--- src/rtl/shift_pkg.sv ---
// rtl/shift_pkg.sv - shared types and receiver mode codes for the serial link
//
// Purpose: serializer state encoding and the shift_reg mode encodings the
// transmitter is designed to pair with (MSB-first -> LEFT, LSB-first -> RIGHT).
// Ports: none (package).
package shift_pkg;

    typedef enum logic [1:0] {
        SER_IDLE  = 2'd0,
        SER_SHIFT = 2'd1,
        SER_DONE  = 2'd2
    } ser_state_t;

    localparam logic [1:0] MODE_HOLD  = 2'b00;
    localparam logic [1:0] MODE_LOAD  = 2'b01;
    localparam logic [1:0] MODE_LEFT  = 2'b10;
    localparam logic [1:0] MODE_RIGHT = 2'b11;

endpackage

--- src/rtl/ser_bit_cnt.sv ---
// rtl/ser_bit_cnt.sv - frame bit counter with clear, enable and last-bit flag
//
// Purpose: counts bits shifted in the current frame.
// Ports:
//   clk     in  system clock
//   nrst    in  asynchronous active-low reset
//   clr_i   in  restart count at zero (wins over en_i)
//   en_i    in  advance count by one
//   last_o  out count equals WIDTH-1 (next advance ends the frame)
module ser_bit_cnt #(
    parameter int WIDTH = 8,
    parameter int CNT_W = $clog2(WIDTH + 1)
) (
    input  logic clk,
    input  logic nrst,
    input  logic clr_i,
    input  logic en_i,
    output logic last_o
);

    localparam logic [CNT_W-1:0] LAST_CNT = CNT_W'(WIDTH - 1);

    logic [CNT_W-1:0] cnt_q;
    logic [CNT_W-1:0] cnt_d;

    always_comb begin
        cnt_d = cnt_q;
        if (clr_i) begin
            cnt_d = '0;
        end else if (en_i) begin
            cnt_d = cnt_q + CNT_W'(1);
        end
    end

    always_ff @(posedge clk or negedge nrst) begin
        if (!nrst) begin
            cnt_q <= '0;
        end else begin
            cnt_q <= cnt_d;
        end
    end

    assign last_o = (cnt_q == LAST_CNT);

endmodule

--- src/rtl/piso_serializer.sv ---
// rtl/piso_serializer.sv - parallel-in / serial-out transmitter
//
// Purpose: accepts a WIDTH-bit word via valid/ready and shifts it out one bit
// per bit_tick_i, MSB-first or LSB-first, with a one-cycle done pulse.
// Ports:
//   clk           in   system clock
//   nrst          in   asynchronous active-low reset
//   par_i         in   word to transmit
//   lsb_first_i   in   bit order (1 = LSB first), sampled at load
//   load_valid_i  in   par_i/lsb_first_i valid
//   load_ready_o  out  idle, can accept a word
//   bit_tick_i    in   advance one bit (level, sampled each clock)
//   ser_o         out  serial data, 0 when ser_valid_o is 0
//   ser_valid_o   out  ser_o holds a frame bit
//   busy_o        out  frame in progress
//   done_o        out  one-cycle pulse after the last bit
module piso_serializer
    import shift_pkg::*;
#(
    parameter int WIDTH = 8,
    parameter int CNT_W = $clog2(WIDTH + 1)
) (
    input  logic             clk,
    input  logic             nrst,
    input  logic [WIDTH-1:0] par_i,
    input  logic             lsb_first_i,
    input  logic             load_valid_i,
    output logic             load_ready_o,
    input  logic             bit_tick_i,
    output logic             ser_o,
    output logic             ser_valid_o,
    output logic             busy_o,
    output logic             done_o
);

    ser_state_t       state_q, state_d;
    logic [WIDTH-1:0] shreg_q, shreg_d;
    logic             order_q, order_d;

    logic capture;
    logic advance;
    logic last_bit;

    // Ticks are only meaningful in SHIFT; a tick on the capture cycle is dropped.
    assign capture = (state_q == SER_IDLE) && load_valid_i;
    assign advance = (state_q == SER_SHIFT) && bit_tick_i;

    ser_bit_cnt #(
        .WIDTH (WIDTH),
        .CNT_W (CNT_W)
    ) u_bit_cnt (
        .clk    (clk),
        .nrst   (nrst),
        .clr_i  (capture),
        .en_i   (advance),
        .last_o (last_bit)
    );

    // State register
    always_ff @(posedge clk or negedge nrst) begin
        if (!nrst) begin
            state_q <= SER_IDLE;
            shreg_q <= '0;
            order_q <= 1'b0;
        end else begin
            state_q <= state_d;
            shreg_q <= shreg_d;
            order_q <= order_d;
        end
    end

    // Next state and datapath
    always_comb begin
        state_d = state_q;
        shreg_d = shreg_q;
        order_d = order_q;
        case (state_q)
            SER_IDLE: begin
                if (capture) begin
                    shreg_d = par_i;
                    order_d = lsb_first_i;
                    state_d = SER_SHIFT;
                end
            end
            SER_SHIFT: begin
                if (advance) begin
                    shreg_d = order_q ? (shreg_q >> 1) : (shreg_q << 1);
                    if (last_bit) begin
                        state_d = SER_DONE;
                    end
                end
            end
            SER_DONE: begin
                state_d = SER_IDLE;
            end
            default: begin
                state_d = SER_IDLE;
            end
        endcase
    end

    // Output decode
    always_comb begin
        load_ready_o = 1'b0;
        ser_valid_o  = 1'b0;
        ser_o        = 1'b0;
        busy_o       = 1'b0;
        done_o       = 1'b0;
        case (state_q)
            SER_IDLE: begin
                load_ready_o = 1'b1;
            end
            SER_SHIFT: begin
                ser_valid_o = 1'b1;
                busy_o      = 1'b1;
                ser_o       = order_q ? shreg_q[0] : shreg_q[WIDTH-1];
            end
            SER_DONE: begin
                busy_o = 1'b1;
                done_o = 1'b1;
            end
            default: begin
                load_ready_o = 1'b0;
            end
        endcase
    end

endmodule

--- config.mk ---
export PLATFORM = sky130hd
export DESIGN_NAME = piso_serializer
export DESIGN_NICKNAME = d
export VERILOG_FILES = /design/src/rtl/shift_pkg.sv /design/src/rtl/ser_bit_cnt.sv /design/src/rtl/piso_serializer.sv
export SDC_FILE = /design/constraint.sdc
export NUM_CORES = 1
export LEC_CHECK = 0
export BUFFER_PORTS_ARGS = -buffer_cell sky130_fd_sc_hd__buf_4
export CORE_ASPECT_RATIO = 1.4
export CORE_MARGIN = 8
export CORE_UTILIZATION = 48
export CTS_CLUSTER_SIZE = 10
export DETAILED_ROUTE_END_ITERATION = 8
export PLACE_DENSITY = 0.83
export SYNTH_ARGS = -nofsm -noshare
export SYNTH_HDL_FRONTEND = slang
export SYNTH_SLANG_ARGS = --single-unit
--- constraint.sdc ---
create_clock -name clk -period 1.7 [get_ports clk]
set_input_delay 0.34 -clock clk [delete_from_list [all_inputs] [get_ports clk]]
set_output_delay 0.34 -clock clk [all_outputs]
set_load 0.1 [all_outputs]
== Yosys cells after proc, flatten, opt, wreduce, memory -nomap -nowiden ==
Index checks and enable logic that the tools add are counted.

* Bits of input ports: 13
* Flip-flop bits (word level): 15
* Word-level logic and storage cells: 36
* Output and inout bits: 5

* Equal/unequal tests: 6
* Reductions and logical operators: 9
* Muxes and demuxes: 16
* Add/subtract/negate cells: 1

{| class="wikitable"
|+ Operators with widths
! kind !! number
|-
| 8-bit two-way mux || 3
|-
| 8-bit case mux with 2 select lines || 1
|-
| 4-bit two-way mux || 2
|-
| 1-bit two-way mux || 6
|-
| 2-bit two-way mux || 3
|-
| 2-bit inequality test (second input constant) || 3
|-
| 3-bit AND reduction || 2
|-
| 4-bit by 1-bit adder with 4-bit output (second input constant) || 1
|-
| 4-bit by 3-bit equality test with 1-bit output (second input constant) || 1
|-
| 2-bit case mux with 2 select lines || 1
|-
| 2-bit nonzero test || 2
|-
| 2-bit by 1-bit equality test with 1-bit output (second input constant) || 1
|-
| 2-bit equality test (second input constant) || 1
|-
| 1-bit logical AND || 2
|-
| 2-bit zero test || 1
|-
| 2-bit AND reduction || 1
|-
| 2-bit OR reduction || 1
|}

== Depth between registers and ports, before layout ==
Gate-level depths: netlist of the first run.

* Word-level depth: 4
* Depth in mapped cells: 7
* Gate-level depth less buffers: 5

== Hierarchy ==
Synthesis of the first run repeated with hierarchy kept, for this count alone.

* Cells, all modules: 84
* Area, all modules: 937.1 um^2

{| class="wikitable"
|+ By module, submodules not included
! module !! instances !! area each (um^2) !! seq. area each (um^2) !! cells an instance
|-
| piso_serializer || 1 || 737.0 || 275.3 || 66
|-
| ser_bit_cnt || 1 || 200.2 || 100.1 || 18
|}

== Worst setup path after synthesis of the first run ==
Ideal clock, no wire load.

* Path type: register to output
* From: register state_q[1]
* To: output ser_o
* Arrival: 2950 ps
* Slack: -1590 ps
* Required time: 1360 ps
* Path buffers: 1
* Cell stages (with the launch flop): 5
* Cell sequence: dfrtp_1 -> inv_1 -> ha_1 -> buf_6 -> nor2b_1

* Word-level cells in the longest chain between the ends: 2

{| class="wikitable"
|+ RTL lines
! item !! RTL line !! text
|-
| from (decl) || piso_serializer.sv:36 || <nowiki>ser_state_t state_q, state_d;</nowiki>
|-
| from (signal assigned) || piso_serializer.sv:66 || <nowiki>state_q <= state_d;</nowiki>
|-
| 2-bit by 1-bit equality test with 1-bit output || piso_serializer.sv:109 || <nowiki>case (state_q)</nowiki>
|-
| 1-bit two-way mux || piso_serializer.sv:109 ||
|-
| to (decl) || piso_serializer.sv:30 || <nowiki>output logic ser_o,</nowiki>
|}

No other way between the ends.

== Worst setup path after layout of the first run ==
Ends and elaborated chain as after synthesis.

==> results of run 1 <==
[worst max-delay path, delay by kind of cell (launching register included)]
kind / cells / cell delay (ps)
flops: 1 / 420
buf+inv: 3 / 410
fa+ha+maj: 1 / 170
simple gates: 1 / 150
[stage by stage]
| stage | hold slack [ps] | TNS (ps) | power (mW) |
|---|---|---|---|
| after floorplan | 44.4 | -1440 | 2.14 |
| after global placement | 203 | 0 | 2.27 |
| after detailed placement | 207 | -324 | 2.34 |
| after CTS | 277 | -65.3 | 2.67 |
| after global routing | 276 | -440 | 2.98 |
| final | 281 | -95.5 | 2.84 |
[Yosys cell counts (2+ instances only)]
| cell type | instances |
|---|---|
| sky130_fd_sc_hd__xor2_1 | 2 |
| sky130_fd_sc_hd__mux2_4 | 7 |
| sky130_fd_sc_hd__ha_1 | 5 |
| sky130_fd_sc_hd__nor2b_1 | 3 |
| sky130_fd_sc_hd__nand2_1 | 2 |
| sky130_fd_sc_hd__dfrtp_1 | 15 |
| sky130_fd_sc_hd__nor2_1 | 7 |
| sky130_fd_sc_hd__a21oi_1 | 11 |
| sky130_fd_sc_hd__inv_1 | 3 |
| sky130_fd_sc_hd__nand3_1 | 3 |
| sky130_fd_sc_hd__o21ai_0 | 4 |
| sky130_fd_sc_hd__mux2i_1 | 10 |
| sky130_fd_sc_hd__buf_6 | 4 |
| sky130_fd_sc_hd__mux2_2 | 2 |
[worst paths after layout]
kind                                   startpoint                        endpoint  slack, ps  depth (start not counted)
max in group asynchronous                    nrst          state_q[0]$_DFFE_PN0P_       1080                          2
setup / recovery           state_q[1]$_DFFE_PN0P_                           ser_o        -80                          5
hold / removal                       load_valid_i  u_bit_cnt.cnt_q[2]$_DFFE_PN0P_        280                          2
min in group asynchronous                    nrst          shreg_q[2]$_DFFE_PN0P_        430                          2
hold reg to reg            shreg_q[4]$_DFFE_PN0P_          shreg_q[4]$_DFFE_PN0P_        560                          1
setup reg to reg           state_q[1]$_DFFE_PN0P_          shreg_q[0]$_DFFE_PN0P_        -10                          6
[report_power, final]
part / switching (mW) / internal [mW] / leakage [nW] / total, mW
Sequential: 0.147 / 0.517 / 0.184 / 0.665
Clock: 0.121 / 0.0875 / 0.0177 / 0.208
Combinational: 1.07 / 0.897 / 0.413 / 1.96
[flip-flops by register name (all words and copies together) (netlist names)]
signal and count:
order_q 1, u_bit_cnt.cnt_q 4, state_q 2, shreg_q 8
[per-layer routing]
metal / GRT usage [%] / up-vias / wire length [µm]
met5: 0 / - / 0
met4: 3.80 / 0 / 37
met3: 2.83 / 8 / 121
met2: 22.8 / 21 / 1330
met1: 12.9 / 362 / 888
li1: - / 353 / -
[timing repair]
| item | 4_1_cts | 5_1_grt |
|---|---|---|
| buffers inserted | 2 | 5 |
| endpoints found under the setup margin | 11 | 5 |
| pin swaps | 0 | 2 |
| resized for setup | 9 | 6 |
| hold buffers | 1 | 0 |
| hold endpoints to repair | 15 | 0 |
[cells by family (layout without fill, tap and decap cells)]
group / count (synthesis) / count (layout)
xor+xnor: 2 / 2
compound gates: 17 / 17
fa+ha+maj: 5 / 5
buf+inv: 8 / 37
simple gates: 19 / 19
flops: 15 / 15
mux: 19 / 19
[cell type report]
class | count | share of cell area (%)
tap | 21 | 2.10
clock buffer | 3 | 1.80
inverter | 3 | 0.901
sequential | 15 | 30.1
timing repair buffer | 30 | 22.1
clock inverter | 1 | 0.400
multi-input combinational | 62 | 42.5
==> impl_summary.md, run 1 <==
STA
The final critical path takes up 105% of the cycle. The clock skew is between 4 and 5 ps. The final number of max-transition violations is 0. Setup repair after global routing could not meet its margin everywhere. The transition time at the pin with the least slew margin is ~360 ps.

For the finished layout, the period the worst path requires is 1780 ps. The final number of hold-violating endpoints is 0. The maximum operating frequency is roughly 0.56 GHz. The number of failing setup endpoints in the final timing report is 4. After layout, the worst setup slack is -77.5 ps. Measured against its own limit, the worst slew margin works out to between 70% and 80%.

Setup path
The worst path arrival time is between 1000 and 1500 ps. The slowest stage of the critical path is the sky130_fd_sc_hd__dfrtp_1 cell. The worst setup path is captured at a primary output. The largest single stage delay on the critical path is ~420 ps.

The kind of launch point of the worst setup path is a register. The top fanout value on the critical path is 4. The required arrival time at the worst endpoint is 1360 ps. Traced cell by cell, the critical path runs through inv_2 > ha_4 > buf_6 > nor2b_4 > buf_12. The path type of the worst setup path is reg2out.

Die
Measured along the y axis, the die boundary spans slightly below 70 µm. The number of cell rows is 19. The number of top-level design ports is 18. From left edge to right edge, the die measures roughly 53 µm.

The total core area is between 1500 and 2000 µm². The initial core utilization is between 40% and 50%. The floorplan step defined a die boundary enclosing 3630 µm².

Logic synthesis
The commonest register cell after synthesis is sky130_fd_sc_hd__dfrtp_1. The average size of a mapped cell is 11.0 µm². The unique cell type count in the Yosys netlist is 21. Yosys mapped a number of flops with a built-in enable equal to 0.

Summed over all instances, the cell type with the most area after synthesis is sky130_fd_sc_hd__dfrtp_1. After synthesis, the largest family of logic cells by area is multiplexers. Summing the areas of all fa, ha and maj instances in the mapped netlist gives under 10% of the synthesized area. Summing the sequential cell areas from Yosys gives between 40 and 50% of the chip area. The count of mapped cells out of synthesis is between 80 and 90.

The net count after synthesis is 103. The share of synthesized area spent on multiplexers is between 20% and 30%. The mapped cell area is 933 µm².

After Yosys synthesis, and, or, nand and nor cells account for 10.5% of the synthesized area. After synthesis, the cell types taking the most area are sky130_fd_sc_hd__dfrtp_1, sky130_fd_sc_hd__mux2_4, sky130_fd_sc_hd__mux2i_1. The fraction of post-synthesis cell area in the top cell type by area is 40.2%.

The number of flip-flops and latches in the synthesized netlist is 15. After Yosys synthesis, XOR and XNOR cells account for under 10% of the synthesized area. Summing the areas of all compound-gate instances in the mapped netlist gives roughly 9.8% of the synthesized area. The number of warning messages in the yosys log is 0.

The post-synthesis async set-or-reset flop share is 100%.

Global routing
In the global route stage, overall resource usage came out at 12.2%. The number of antenna violations at the first check in global routing was 0. The number of global-route vias before repair is approximately 790. Global routing finished with a remaining overflow of 0. The wire length of the first global-routing pass is roughly 3.4 mm. Entering global routing, the biggest net connects 16 pins.

Cells and area
The area growth from synthesis to layout is 33.9%. The number of nets at the end of the flow is ~130. The area used by multi-input combinational logic is roughly 530 µm².

The count of non-filler cells in the finished layout is 135. The number of filler cells placed in the layout is 149. After routing the design area is 1250 µm². The final core area utilization is between 60 and 70%. The repair_antennas step left the layout with diodes totalling 0. The leading cell type in the layout, fill and taps excluded is sky130_fd_sc_hd__buf_4. The sequential cell area is ~380 µm². The library cells used most frequently in the layout, excluding fill and tap cells, are sky130_fd_sc_hd__buf_4, sky130_fd_sc_hd__dfrtp_1, sky130_fd_sc_hd__a21oi_1. The fraction of final layout cells sized beyond drive strength 1 is between 40 and 50%.

Placement
At the end of routability-driven placement, the weighted congestion stood at 0.780. Summing all placed instances gives a cell area of between 1000 and 1500 µm². In this run, placement finished with an instance count of 123. The number of buffers inserted by port buffering is 17.

OpenSTA, run right after detailed placement, puts the worst setup slack at -54.5 ps. Detailed placement finished with a half-perimeter wire length of between 1.5 and 2 mm.

Hold path
The worst hold path class is in2reg.

Route
The post-detailed-route wirelength per cell is 17.6 µm. For this run, design rule violations remaining after detail routing come to 0. Wires add up to between 2 and 2.5 mm. For this run, the detailed router's first-pass iteration total came to 4. The via density per instance is roughly 5.5.

The DRC marker count from the first detailed-route iteration is 20. Once detail routing completed, the nets flagged for antenna violations numbered 0. The total number of vias is around 740.

Clock network
After clock tree synthesis, the clock-pin slew on the worst setup and hold paths is ~100 ps. The H-tree depth reported by CTS is 1. The total CTS buffers is 3. For this design, the sink count on the clock tree is 15. Counting along the longest clock path gives a buffer depth of 2. The worst-skew pair later-pin latency is 290 ps.

Clock tree synthesis selected as its root buffer the cell sky130_fd_sc_hd__clkbuf_4. The clock tree from TritonCTS is yes.

Job
The count of maximum capacitance violations is 0.

Power and ir drop
The maximum vdd drop is between 0.002 and 0.003 V. In this run the power density over the cells is 2270 nW/µm². The cell leakage power is around 0.61 nW.

Outcome
The final reports fail on negative setup slack. The run finished, with violations left.
Note: power is estimated with default switching activity, not from simulation.
==> inputs of run 2 (changes only) <==
==> constraint.sdc (replaced) <==
create_clock -name clk -period 1.7 [get_ports clk]
set_input_delay 0.34 -clock clk [delete_from_list [all_inputs] [get_ports clk]]
set_output_delay 0.34 -clock clk [all_outputs]
set_load 0.05 [all_outputs]
==> run 2 against run 1 <==
Net effect: the run now ends clean; non-clock buffer count shrank 1; final cell count down 0.74%; count of clock-buffer cells in the layout unchanged; sequential power about the same; worst setup slack improved by 91 ps; sequential share of layout area increased by 0.65 points; die area stayed put; critical path depth unchanged; power shrank 12%; clock power down 5%; sequential cell count unchanged; critical path type unchanged; critical endpoint unchanged; largest cell class unchanged; largest power group unchanged.
==> impl_summary.md, run 2 (same netlist as run 1, synthesis figures left out) <==
Outcome
Run status: completed (was finished, violations left).

Global routing
The met2 track demand over resource in global routing is 23.1% (was 22.8%). The global routing met1 resource utilization is 12.0% (was 12.9%). The global-route track usage on met3 came to 2.83% (unchanged). The number of antenna violations at the first check in global routing is 0 (unchanged). The total global-route track usage is 11.8% (was 12.2%). The wire length of the first global-routing pass came to 3.36 mm (was 3.39 mm).

The number of global-route vias before repair is 809 (was 791). The remaining global-route overflow is 0 (unchanged). The layer with the highest usage is met2 (unchanged). The maximum number of pins on one net before global-route repair is 17 (was 16).

STA
The clock skew is 5.06 ps (was 4.99 ps). Setup repair after global routing missed its margin: true (unchanged). The shortest period the worst path allows came to 1690 ps (was 1780 ps). The transition time at the pin with the least slew margin is 251 ps (was 359 ps). The maximum operating frequency is 0.593 GHz (was 0.563 GHz). The number of failing setup endpoints in the final timing report came to 0 (was 4). The final number of hold-violating endpoints is 0 (unchanged). The worst hold margin is 292 ps (was 281 ps). The part of the cycle the worst path needs is 99.2% (was 105%). The tightest slew margin relative to the limit is 82.8% (was 75.9%). The final number of max-transition violations is 0 (unchanged).

Power and ir drop
The power density over the cells is 2040 nW/µm² (was 2270 nW/µm²). The overall power consumption is 2.49 mW (was 2.84 mW). The maximum vdd drop was 0.00166 V (was 0.00256 V). The cell leakage power was 0.600 nW (was 0.615 nW).

Die
The initial core utilization is 49.1% (unchanged). The number of cell rows came to 19 (unchanged). The total core area is 1900 µm² (unchanged). The die area is 3630 µm² (unchanged). The horizontal extent of the die is 53.3 µm (unchanged).

The die span in y is 68.2 µm (unchanged). The number of top-level design ports was 18 (unchanged).

Clock network
The buffer depth of the longest clock path is 2 (unchanged). The clock edge transition at the registers on the reported setup and hold paths was 90 ps (was 100 ps). The worst-skew pair later-pin latency came to 270 ps (was 290 ps). The CTS sink count was 15 (unchanged).

The root buffer cell is sky130_fd_sc_hd__clkbuf_4 (unchanged). The H-tree depth reported by CTS was 1 (unchanged). The total CTS buffers came to 3 (unchanged). The clock tree from TritonCTS is yes (unchanged).

Setup path
The top fanout value on the critical path came to 5 (was 4). The kind of launch point of the worst setup path is a register (unchanged). The depth of the most critical reg-to-reg path is 6 (unchanged). The path type of the worst setup path is reg2out (unchanged). The element type at the critical path end is a primary output (unchanged).

The required arrival time at the worst endpoint is 1360 ps (about the same). The worst path arrival time is 1350 ps (was 1440 ps).

Route
The remaining number of nets flagged by the antenna check after routing is 0 (unchanged). The iteration count of the initial detailed-routing pass was 5 (was 4). The via density per instance is 5.36 (was 5.51). The DRC violation count after routing came to 0 (unchanged). The total length of routed wires is 2.09 mm (was 2.38 mm).

The total number of vias is 718 (was 744). The post-detailed-route wirelength per cell came to 15.6 µm (was 17.6 µm). The DRC marker count from the first detailed-route iteration is 27 (was 20).

Placement
The number of buffers inserted by port buffering is 17 (unchanged). The placed instance area is 1100 µm² (was 1110 µm²). The sum of net half-perimeters after detailed placement is 1.43 mm (was 1.58 mm). The routability-driven placement congestion ratio is 0.770 (was 0.780).

Cells and area
The layout-stage area growth over the synthesis result is 31.1% (was 33.9%). The fraction of final layout cells sized beyond drive strength 1 is 44.2% (was 43.9%). The total inserted antenna cells is 0 (unchanged). The flip-flop count of the largest register, all copies and words added is 8 (unchanged). The number of nets at the end of the flow is 132 (was 133). Top Registers: shreg_q x8, u_bit_cnt.cnt_q x4, state_q x2 (unchanged). Most used cells in the layout excluding fill and tap cells: sky130_fd_sc_hd__buf_4, sky130_fd_sc_hd__dfrtp_1, sky130_fd_sc_hd__a21oi_1 (unchanged). The most flop-heavy register is shreg_q (unchanged).

The number of filler cells placed in the layout came to 146 (was 149). The area of all placed cells without fillers is 1220 µm² (was 1250 µm²). The leading cell type in the layout, fill and taps excluded is sky130_fd_sc_hd__buf_4 (unchanged). The final core area utilization is 64.3% (was 65.7%).

Hold path
The cell count of the worst hold path is 2 (unchanged). The worst hold path class is in2reg (unchanged).

Job
The count of maximum capacitance violations is 0 (unchanged).
## run 2: per-stage QoR
step                worst slack (ps)  cells  TNS (ps)
finish                          13.1    134         0
global route                   -46.3    134      -228
floorplan                      -48.8     85      -341
global placement                7.81    122         0
CTS                            -62.3    128     -62.3
detailed placement             -70.6    122      -470
## run 2: where the power goes
| part | switching (mW) | internal (mW) | total [mW] |
|---|---|---|---|
| Combinational | 0.782 | 0.848 | 1.63 |
| Sequential | 0.146 | 0.518 | 0.664 |
| Clock | 0.111 | 0.0870 | 0.198 |
## run 2: final timing paths
kind,startpoint,slack (ps),end
max,state_q[1]$_DFFE_PN0P_,10,ser_o
min,lsb_first_i,290,order_q$_DFFE_PN0P_
max reg2reg,state_q[1]$_DFFE_PN0P_,30,shreg_q[5]$_DFFE_PN0P_
min reg2reg,shreg_q[6]$_DFFE_PN0P_,560,shreg_q[6]$_DFFE_PN0P_
max in group asynchronous,nrst,1050,state_q[0]$_DFFE_PN0P_
min in group asynchronous,nrst,450,shreg_q[1]$_DFFE_PN0P_
## run 2: repair_timing
item | in CTS | in global routing
pin swaps | 0 | 2
buffers inserted | 1 | 6
setup endpoints to repair | 8 | 10
endpoints found under the hold margin | 15 | 0
hold buffers | 1 | 0
gates resized for setup | 4 | 6
## run 2: per-layer routing
layer / part of all wire, % / vias to the layer above
li1: - / 349
met1: 39 / 344
met2: 55 / 21
met3: 5.5 / 4
met4: 0.72 / 0
met5: 0 / -
## run 2: layout make-up
cell class	instances	area (µm²)	area share [%]
clock buffer	3	22.5	1.84
clock inverter	1	5.00	0.409
inverter	3	11.3	0.920
multi-input combinational	62	536	43.8
sequential	15	377	30.8
tap	21	26.3	2.15
timing repair buffer	29	246	20.1
## run 2: worst max-delay path, stage by stage (launching register included)
cell and delay, ps:
sky130_fd_sc_hd__dfrtp_1 410, sky130_fd_sc_hd__inv_2 100, sky130_fd_sc_hd__ha_4 170, sky130_fd_sc_hd__buf_8 110, sky130_fd_sc_hd__nor2b_4 140, sky130_fd_sc_hd__buf_8 150
